===== config.mk =====
export PLATFORM = sky130hd
export DESIGN_NAME = tcon_timing_pattern_src
export DESIGN_NICKNAME = d
export VERILOG_FILES = /design/src/rtl/tcon_src_pkg.sv /design/src/rtl/tcon_pattern_gen.sv /design/src/rtl/tcon_timing_pattern_src.sv
export SDC_FILE = /design/constraint.sdc
export NUM_CORES = 1
export LEC_CHECK = 0
export CORE_MARGIN = 2
export CORE_UTILIZATION = 50
export CTS_BUF_LIST = sky130_fd_sc_hd__clkbuf_2
export DETAILED_ROUTE_END_ITERATION = 10
export PLACE_DENSITY_LB_ADDON = 0.3
export SYNTH_ARGS = -nofsm -noshare
export SYNTH_HDL_FRONTEND = slang
export SYNTH_SLANG_ARGS = --single-unit

===== constraint.sdc =====
create_clock -name clk -period 6.7 [get_ports clk]
set_input_delay 0.67 -clock clk [delete_from_list [all_inputs] [get_ports clk]]
set_output_delay 0.67 -clock clk [all_outputs]
set_load 0.02 [all_outputs]

===== src/rtl/tcon_src_pkg.sv =====
// rtl/tcon_src_pkg.sv - shared types and timing helpers for the TCON pattern source
package tcon_src_pkg;

  // Width of the line/pixel counters; comfortably covers 1366x768 class timings
  localparam int CW = 16;

  typedef enum logic [2:0] {
    PAT_SOLID   = 3'd0,
    PAT_HRAMP   = 3'd1,
    PAT_VRAMP   = 3'd2,
    PAT_BARS    = 3'd3,
    PAT_CHECKER = 3'd4,
    PAT_INDEX   = 3'd5
  } pat_t;

  typedef enum logic [0:0] {
    ST_IDLE = 1'b0,
    ST_RUN  = 1'b1
  } st_t;

  function automatic int htot(input int sync, input int bp, input int act, input int fp);
    return sync + bp + act + fp;
  endfunction

  function automatic int vtot(input int sync, input int bp, input int act, input int fp);
    return sync + bp + act + fp;
  endfunction

endpackage


===== src/rtl/tcon_pattern_gen.sv =====
// rtl/tcon_pattern_gen.sv - combinational test pattern pixel generator
// Pattern codes 6 and 7 fall through to the solid colour.
module tcon_pattern_gen
  import tcon_src_pkg::*;
#(
  parameter int DW = 8
) (
  input  logic [2:0]      pat,
  input  logic [DW-1:0]   x,
  input  logic [DW-1:0]   y,
  input  logic [3*DW-1:0] p,
  input  logic [2:0]      bar_idx,
  input  logic [3*DW-1:0] solid_rgb,
  output logic [DW-1:0]   r,
  output logic [DW-1:0]   g,
  output logic [DW-1:0]   b
);

  localparam logic [DW-1:0] FULL = {DW{1'b1}};

  always_comb begin
    r = solid_rgb[3*DW-1:2*DW];
    g = solid_rgb[2*DW-1:DW];
    b = solid_rgb[DW-1:0];
    case (pat)
      PAT_HRAMP: begin
        r = x;
        g = x;
        b = x;
      end
      PAT_VRAMP: begin
        r = y;
        g = y;
        b = y;
      end
      PAT_BARS: begin
        // W,Y,C,G,M,R,B,K: each primary is on for a fixed half of the bar indices
        r = bar_idx[1] ? '0 : FULL;
        g = bar_idx[2] ? '0 : FULL;
        b = bar_idx[0] ? '0 : FULL;
      end
      PAT_CHECKER: begin
        r = (x[3] ^ y[3]) ? FULL : '0;
        g = (x[3] ^ y[3]) ? FULL : '0;
        b = (x[3] ^ y[3]) ? FULL : '0;
      end
      PAT_INDEX: begin
        r = p[DW-1:0];
        g = p[2*DW-1:DW];
        b = p[3*DW-1:2*DW];
      end
      default: ;
    endcase
  end

endmodule


===== src/rtl/tcon_timing_pattern_src.sv =====
// rtl/tcon_timing_pattern_src.sv - vsync/hsync/de timing and RGB test pattern source
// Counters and FSM run one clock ahead; every output pin is a registered image of them.
module tcon_timing_pattern_src
  import tcon_src_pkg::*;
#(
  parameter int DW     = 8,
  parameter int WIDTH  = 1366,
  parameter int HEIGHT = 768,
  parameter int H_SYNC = 32,
  parameter int H_BP   = 48,
  parameter int H_FP   = 16,
  parameter int V_SYNC = 4,
  parameter int V_BP   = 12,
  parameter int V_FP   = 4
) (
  input  logic            clk,
  input  logic            rstn,
  input  logic            en,
  input  logic [2:0]      pat_sel,
  input  logic [3*DW-1:0] solid_rgb,
  output logic            vsync,
  output logic            hsync,
  output logic            de,
  output logic [DW-1:0]   r_out,
  output logic [DW-1:0]   g_out,
  output logic [DW-1:0]   b_out,
  output logic            frame_done,
  output logic            busy,
  output logic [15:0]     frame_cnt
);

  localparam int HTOT = htot(H_SYNC, H_BP, WIDTH, H_FP);
  localparam int VTOT = vtot(V_SYNC, V_BP, HEIGHT, V_FP);
  localparam int BW   = (WIDTH / 8 > 0) ? WIDTH / 8 : 1;

  localparam logic [CW-1:0] H_LAST  = CW'(HTOT - 1);
  localparam logic [CW-1:0] V_LAST  = CW'(VTOT - 1);
  localparam logic [CW-1:0] H_SYNCW = CW'(H_SYNC);
  localparam logic [CW-1:0] V_SYNCW = CW'(V_SYNC);
  localparam logic [CW-1:0] H_ACT0  = CW'(H_SYNC + H_BP);
  localparam logic [CW-1:0] H_ACT1  = CW'(H_SYNC + H_BP + WIDTH);
  localparam logic [CW-1:0] V_ACT0  = CW'(V_SYNC + V_BP);
  localparam logic [CW-1:0] V_ACT1  = CW'(V_SYNC + V_BP + HEIGHT);
  localparam logic [CW-1:0] BW_M1   = CW'(BW - 1);

  st_t             st;
  logic [CW-1:0]   hcnt;
  logic [CW-1:0]   vcnt;
  logic [2:0]      pat_q;
  logic [3*DW-1:0] solid_q;
  logic [3*DW-1:0] p_cnt;
  logic [CW-1:0]   bar_sub;
  logic [2:0]      bar_idx;

  logic            run;
  logic            h_last;
  logic            frame_last;
  logic            active;
  logic [DW-1:0]   x_lo;
  logic [DW-1:0]   y_lo;
  logic [DW-1:0]   pix_r;
  logic [DW-1:0]   pix_g;
  logic [DW-1:0]   pix_b;

  assign run        = (st == ST_RUN);
  assign h_last     = (hcnt == H_LAST);
  assign frame_last = run && h_last && (vcnt == V_LAST);
  assign active     = run && (hcnt >= H_ACT0) && (hcnt < H_ACT1)
                          && (vcnt >= V_ACT0) && (vcnt < V_ACT1);
  // Only the low DW bits of the coordinates feed any pattern
  assign x_lo = hcnt[DW-1:0] - H_ACT0[DW-1:0];
  assign y_lo = vcnt[DW-1:0] - V_ACT0[DW-1:0];

  always_ff @(posedge clk or negedge rstn) begin
    if (!rstn) begin
      st      <= ST_IDLE;
      hcnt    <= '0;
      vcnt    <= '0;
      pat_q   <= '0;
      solid_q <= '0;
    end else begin
      case (st)
        ST_IDLE: begin
          if (en) begin
            st      <= ST_RUN;
            hcnt    <= '0;
            vcnt    <= '0;
            pat_q   <= pat_sel;
            solid_q <= solid_rgb;
          end
        end
        ST_RUN: begin
          if (frame_last) begin
            hcnt <= '0;
            vcnt <= '0;
            // en is only looked at here, so a started frame always completes
            if (en) begin
              pat_q   <= pat_sel;
              solid_q <= solid_rgb;
            end else begin
              st <= ST_IDLE;
            end
          end else if (h_last) begin
            hcnt <= '0;
            vcnt <= vcnt + CW'(1);
          end else begin
            hcnt <= hcnt + CW'(1);
          end
        end
        default: st <= ST_IDLE;
      endcase
    end
  end

  // Pixel index and bar position are running counters rather than multiplies/divides
  always_ff @(posedge clk or negedge rstn) begin
    if (!rstn) begin
      p_cnt   <= '0;
      bar_sub <= '0;
      bar_idx <= '0;
    end else begin
      if (!run || (vcnt < V_ACT0)) begin
        p_cnt <= '0;
      end else if (active) begin
        p_cnt <= p_cnt + (3*DW)'(1);
      end

      if (!active) begin
        bar_sub <= '0;
        bar_idx <= '0;
      end else if (bar_sub == BW_M1) begin
        bar_sub <= '0;
        if (bar_idx != 3'd7) bar_idx <= bar_idx + 3'd1;
      end else begin
        bar_sub <= bar_sub + CW'(1);
      end
    end
  end

  tcon_pattern_gen #(
    .DW(DW)
  ) u_pattern_gen (
    .pat      (pat_q),
    .x        (x_lo),
    .y        (y_lo),
    .p        (p_cnt),
    .bar_idx  (bar_idx),
    .solid_rgb(solid_q),
    .r        (pix_r),
    .g        (pix_g),
    .b        (pix_b)
  );

  always_ff @(posedge clk or negedge rstn) begin
    if (!rstn) begin
      vsync      <= 1'b0;
      hsync      <= 1'b0;
      de         <= 1'b0;
      r_out      <= '0;
      g_out      <= '0;
      b_out      <= '0;
      frame_done <= 1'b0;
      busy       <= 1'b0;
      frame_cnt  <= '0;
    end else begin
      vsync      <= run && (vcnt < V_SYNCW);
      hsync      <= run && (hcnt < H_SYNCW);
      de         <= active;
      r_out      <= active ? pix_r : '0;
      g_out      <= active ? pix_g : '0;
      b_out      <= active ? pix_b : '0;
      frame_done <= frame_last;
      busy       <= run;
      if (frame_last) frame_cnt <= frame_cnt + 16'd1;
    end
  end

endmodule


==> qor.yml, run 1 <==
run_status:
  status: "finished, final reports clean"
sta:
  hold-worst-slack_ns: 0.4897
  finalMaxSlewViolations: 0
  worst_pin_slew_ns: 1.226
  fmaxAchievable_ghz: 0.2894
  period_share: 0.5158
  max_slew_margin: 0.1767
  skew_ns: 0.03095
  setup_viol: 0
  setup_tns_ns: 0
  hold_viol: 0
  rsz0062_at_grt: "no"
  fin_crit_ns: 3.456
floorplanning:
  io_pins: 75
  die_y_um: 129.0
  die_x_um: 129.0
  die_area_mm2: 0.01663
  start_util: 0.5135
  fp-row-count: 45
  coreArea_mm2: 0.01520
placed_design:
  dp_hpwl_um: 12950
  place_area_mm2: 0.008655
  io_buffers: 74
  gp_congestion: 0.9154
synthesis:
  synthArstFlopShare: 1.000
  synth_area_leaders: "dfrtp_1, mux2_2, nand2_1"
  synth_edf_count: 0
  ys.flop_type: "dfrtp_1"
  seq_area_frac_synth: 0.4744
  netlist_instances: 803
  synthesis.nets: 852
  yosysTopAreaCell: "dfrtp_1"
  syn_avg_cell_area_um2: 9.721
  netlist.area_leader.share: 0.4744
  yosys_register_bits: 148
  netlist-cell-type-count: 60
  syn_area_mm2: 0.007806
  yosysWarnings: 0
power_and_ir_drop:
  powerDensity_mw_per_mm2: 158.2
  irDropWorstVdd_uv: 87.92
  p_total_w: 0.001404
  p_leak_nw: 3.711
global_routing:
  first_global_vias: 5991
  antenna_found_initial: 1
  grt-ovfl-total: 0
  grt_use_total: 0.2308
  grt_max_degree: 89
  grt_pass1_wl_um: 30600
routing:
  firstDrtPassIters: 5
  drt_wl_total_um: 18500
  drtIter0Drc: 594
  vias: 6489
  antenna_left: 0
  drc: 0
  route.detailed.wl_per_inst_um: 17.57
  via_per_inst: 6.162
layout:
  drive_gt1_frac: 0.08681
  layout.nets: 902
  final_cell_mix: "dfrtp_1, nand2_1, clkdlybuf4s50_1, nor2_1, o21ai_0"
  stdcell_area_mm2: 0.008870
  nFillCells: 1270
  area_delta_synth_final_pct: 13.62
  layout_commonest_cell: "dfrtp_1"
hold_path:
  worstHoldStart: "frame_cnt[15]"
  whs_endpoint: "frame_cnt[15]"
  hold_depth: 1
  hold_class: "flip-flop to flip-flop"
cts:
  post_cts_resized: 0
  path_clk_slew_ns: 0.20
  cts_htree_levels: 4
  cts_max_path_buffers: 2
  cts.sinks: 148
  post_cts_buffers: 0
  cts_buffers: 17
  cts_hold_buffers: 1
  cts_root_buf: "clkbuf_2"
  clock_latency_ns: 0.73
  tritoncts: "built"
critical_path:
  r2r_slack_ns: 3.24
  r2r-start: "vcnt[4]"
  end_kind: "flip-flop"
  r2r_cells: 7
  worstPathArrival_ns: 4.10
  cp-start-kind: "flip-flop"
  startpoint: "vcnt[4]"
  worst-endpoint-required_ns: 7.35
  path_class: "flip-flop to flip-flop"
  r2r_end: "p_cnt[17]"
  path_max_fanout: 19
flow_run:
  drv_cap: 0
per-layer routing:
| layer | vias to the layer above | track usage | part of all wire |
|---|---|---|---|
| li1 | 3065 | - | - |
| met1 | 3169 | 0.3329 | 0.45 |
| met2 | 229 | 0.3542 | 0.47 |
| met3 | 26 | 0.04116 | 0.066 |
| met4 | 0 | 0.07801 | 0.015 |
| met5 | - | 0 | 0 |
critical path: stages, from the launching register on:
cell and delay, ns:
dfrtp_1 0.50, inv_1 0.19, ha_1 0.23, or3b_1 0.42
a221o_1 0.37, or4b_1 0.83, nor4_1 0.47, mux2_2 0.38
cell type report:
type                            count  area [um2]  share of cell area
Antenna cell                        1       2.502           0.0002821
Clock buffer                       17       85.08            0.009592
Clock inverter                     13       117.6             0.01326
Inverter                           19       71.32            0.008041
Multi-Input combinational cell    586        3857              0.4349
Sequential cell                   148        3704              0.4175
Tap cell                          188       235.2             0.02652
Timing Repair Buffer               81       797.0             0.08986
kinds of logic (layout without fill, tap and decap cells):
group / Yosys count / after routing / synth area share
AND/OR/NAND/NOR: 304 / 304 / 0.2071
AO/OA/AOI/OAI: 190 / 190 / 0.1608
flip-flops: 148 / 148 / 0.4744
buffers and inverters: 69 / 130 / 0.03462
XOR/XNOR: 39 / 39 / 0.04376
multiplexers: 34 / 34 / 0.04889
adder cells (fa/ha/maj): 19 / 19 / 0.03045
other: 0 / 1 / 0
cells in the mapped netlist (7+ instances only):
master    count
and3_1       16
a21oi_1      45
mux2_2       33
xor2_1       15
clkbuf_1     42
and2_1        7
nand2_1      75
nor2_1       59
dfrtp_1     148
nor4_1        8
a31oi_1      12
xnor2_1      24
nand4_1      23
inv_1        19
a21o_1        7
nand3_1      35
nor3_1       14
ha_1         19
or4_1        20
and4_1       11
nor2b_1       9
o31ai_1      25
a311oi_1     13
o21ai_0      47
through the flow:
stage               instances    util  worst slack (ns)
floorplan                 803       -             3.800
global placement         1021  0.5693             3.453
detailed placement       1021  0.5693             3.312
CTS                      1052  0.5833             3.307
global route             1053  0.5835             3.015
finish                   1053  0.5835             3.244
registers in the layout, indices dropped and copies added, names as in the netlist, 3 cells and up:
signal	cells
vcnt	16
hcnt	16
bar_sub	16
bar_idx	3
p_cnt	24
pat_q	3
r_out	8
solid_q	24
b_out	8
g_out	8
frame_cnt	16
power by group:
part           internal, W  leakage [nW]  switching, W
Combinational    0.0000157          1.59     0.0000195
Clock             0.000160         0.125      0.000314
Sequential        0.000894          2.00             0
Total              0.00107          3.71      0.000334
worst max-delay path by stage:
stage,endpoint,depth (start not counted)
2_1_floorplan,p_cnt[13],9
3_3_place_gp,p_cnt[17],7
3_5_place_dp,p_cnt[17],7
4_1_cts,p_cnt[17],7
5_1_grt,solid_q[20],5
6_report,p_cnt[17],7
Note: power is estimated with default switching activity, not from simulation.
==> run 2, diff against run 1 <==
Clock period 6.7 ns to 3 ns, I/O delays scaled along.
==> qor.yml, run 2 (synthesis gave the netlist of run 1 again) <==
floorplanning:
  die_y_um: 129.0  # unchanged
  die_area_mm2: 0.01663  # unchanged
  fp-row-count: 45  # unchanged
  start_util: 0.5135  # unchanged
  die_x_um: 129.0  # unchanged
  coreArea_mm2: 0.01520  # unchanged
  io_pins: 75  # unchanged
global_routing:
  grt_pass1_wl_um: 31710  # +3.6%
  antenna_found_initial: 0  # -1
  first_global_vias: 6387  # +6.6%
  grt-ovfl-total: 0  # unchanged
  grt_use_total: 0.2397  # +0.008942
  grt_max_degree: 90  # +1.1%
critical_path:
  worst-endpoint-required_ns: 3.70  # -3.65 ns
  cp-start-kind: "flip-flop"
  path_max_fanout: 18  # -1
  path_class: "flip-flop to flip-flop"
  end_kind: "flip-flop"
  worstPathArrival_ns: 3.62  # -0.48 ns
power_and_ir_drop:
  combPwrFrac: 0.025  # about the same
  p_leak_nw: 3.830  # +3.2%
  p_total_w: 0.003258  # +130%
  irDropWorstVdd_uv: 174.4  # +98%
  seqPwrFrac: 0.613  # -0.024
  powerDensity_mw_per_mm2: 357.7  # +130%
  p_int_w: 0.002432  # +130%
  power.net_switching_w: 0.0008255  # +150%
  pwr-share-clk: 0.362  # +0.024
  swShare: 0.2534  # +0.01564
sta:
  period_share: 0.9719  # +0.4561
  max_slew_margin: 0.3857  # +0.2090
  fin_crit_ns: 2.916  # -0.5401 ns
  hold_viol: 0  # unchanged
  skew_ns: 0.03115  # +0.0001989 ns
  rsz0062_at_grt: "yes"
  fmaxAchievable_ghz: 0.3430  # +19%
  worst_pin_slew_ns: 0.9181  # -0.3075 ns
  finalMaxSlewViolations: 0  # unchanged
  setup_viol: 0  # unchanged
placed_design:
  place_area_mm2: 0.008825  # +2.0%
  gp_congestion: 0.9200  # +0.50%
  placed_cells_incl_taps: 1042  # +2.1%
  dp_hpwl_um: 13470  # +4.0%
  io_buffers: 74  # unchanged
flow_run:
  drv_cap: 0  # unchanged
layout:
  nFillCells: 1234  # -2.8%
  fin_util: 0.5992  # +0.01572
  drive_gt1_frac: 0.1239  # +0.03707
  top_regs: "p_cnt (24), solid_q (24)"
  instances_no_fill: 1076  # +2.2%
  area_delta_synth_final_pct: 16.69
  final_cell_mix: "dfrtp_1, nand2_1, clkdlybuf4s50_1, nor2_1, o21ai_0"
  n_antenna_cell: 0  # -1
  layout_commonest_cell: "dfrtp_1"
  layout.nets: 924  # +2.4%
  stdcell_area_mm2: 0.009109  # +2.7%
routing:
  drtIter0Drc: 594  # unchanged
  drc: 0  # unchanged
  drt_wl_total_um: 19380  # +4.7%
  route.detailed.wl_per_inst_um: 18.01  # +2.5%
  via_per_inst: 6.237  # +1.2%
  vias: 6711  # +3.4%
  antenna_left: 0  # unchanged
  firstDrtPassIters: 5  # unchanged
cts:
  cts.sinks: 148  # unchanged
  cts_buffers: 17  # unchanged
  clock_latency_ns: 0.77  # +0.04 ns
  tritoncts: "built"
  path_clk_slew_ns: 0.24  # +0.04 ns
  cts_root_buf: "clkbuf_2"
  cts_max_path_buffers: 2  # unchanged
  cts_htree_levels: 4  # unchanged
hold_path:
  hold_class: "input pin to async pin"
run_status:
  status: "finished, final reports clean"
## run 2: path summary, 6_finish.rpt
kind / start / endpoint / slack, ns / cells past startpoint
min in group clk: solid_rgb[23] / solid_q[23] / 0.14 / 2
max in group asynchronous: rstn / hcnt[8] / 2.06 / 3
min reg2reg: frame_cnt[15] / frame_cnt[15] / 0.49 / 1
max reg2reg: vcnt[4] / p_cnt[5] / 0.08 / 8
max: vcnt[4] / p_cnt[5] / 0.08 / 8
min: rstn / solid_q[13] / 0.13 / 2
## run 2: metal layers
layer	routed length, um	GRT usage	vias to the layer above
met5	0	0	-
met4	312	0.08248	0
met3	1170	0.05405	35
met2	9105	0.3772	250
met1	8787	0.3296	3316
li1	-	-	3110
## run 2: power by group through the flow
| stage | Sequential [W] | Clock (W) | Combinational, W |
|---|---|---|---|
| after detailed placement | 0.00203 | 0 | 0.0000830 |
| after global routing | 0.00200 | 0.00130 | 0.0000923 |
| final | 0.00200 | 0.00118 | 0.0000815 |
| after global placement | 0.00203 | 0 | 0.0000815 |
| after floorplan | 0.00203 | 0 | 0.000000617 |
| after CTS | 0.00200 | 0.00120 | 0.0000852 |
## run 2: per-stage QoR
stage | hold WS, ns | setup TNS, ns | setup slack (ns)
after floorplan | 0.004409 | 0 | 0.09960
after global placement | 0.4085 | 0 | 0.1389
after CTS | 0.09878 | 0 | 0.006628
after global routing | 0.08736 | -0.006877 | -0.006877
after detailed placement | 0.4139 | -0.01419 | -0.008280
final | 0.1340 | 0 | 0.08422
## run 2: cell type report
| type | instances | area [um2] | share of cell area |
|---|---|---|---|
| clock buffers | 18 | 90.09 | 0.009890 |
| clock inverters | 14 | 153.9 | 0.01690 |
| inverters | 19 | 71.32 | 0.007830 |
| multi-input cells | 586 | 3876 | 0.4255 |
| flip-flops and latches | 148 | 3704 | 0.4066 |
| well taps | 188 | 235.2 | 0.02582 |
| repair buffers | 103 | 978.4 | 0.1074 |
## run 2: what timing repair did
| action | CTS | global route |
|---|---|---|
| pin swaps | 0 | 1 |
| endpoints found under the hold margin | 88 | 0 |
| endpoints found under the setup margin | 11 | 24 |
| hold buffers | 1 | 0 |
| resized for setup | 2 | 7 |
| setup buffers | 0 | 1 |
## run 2: critical path, stage by stage (launching register included)
cell and delay [ns]:
dfrtp_1 0.44, inv_1 0.09, ha_2 0.21, or3b_4 0.40
a221o_1 0.34, or4b_4 0.56, buf_6 0.17, or4_1 0.47
a21oi_1 0.17
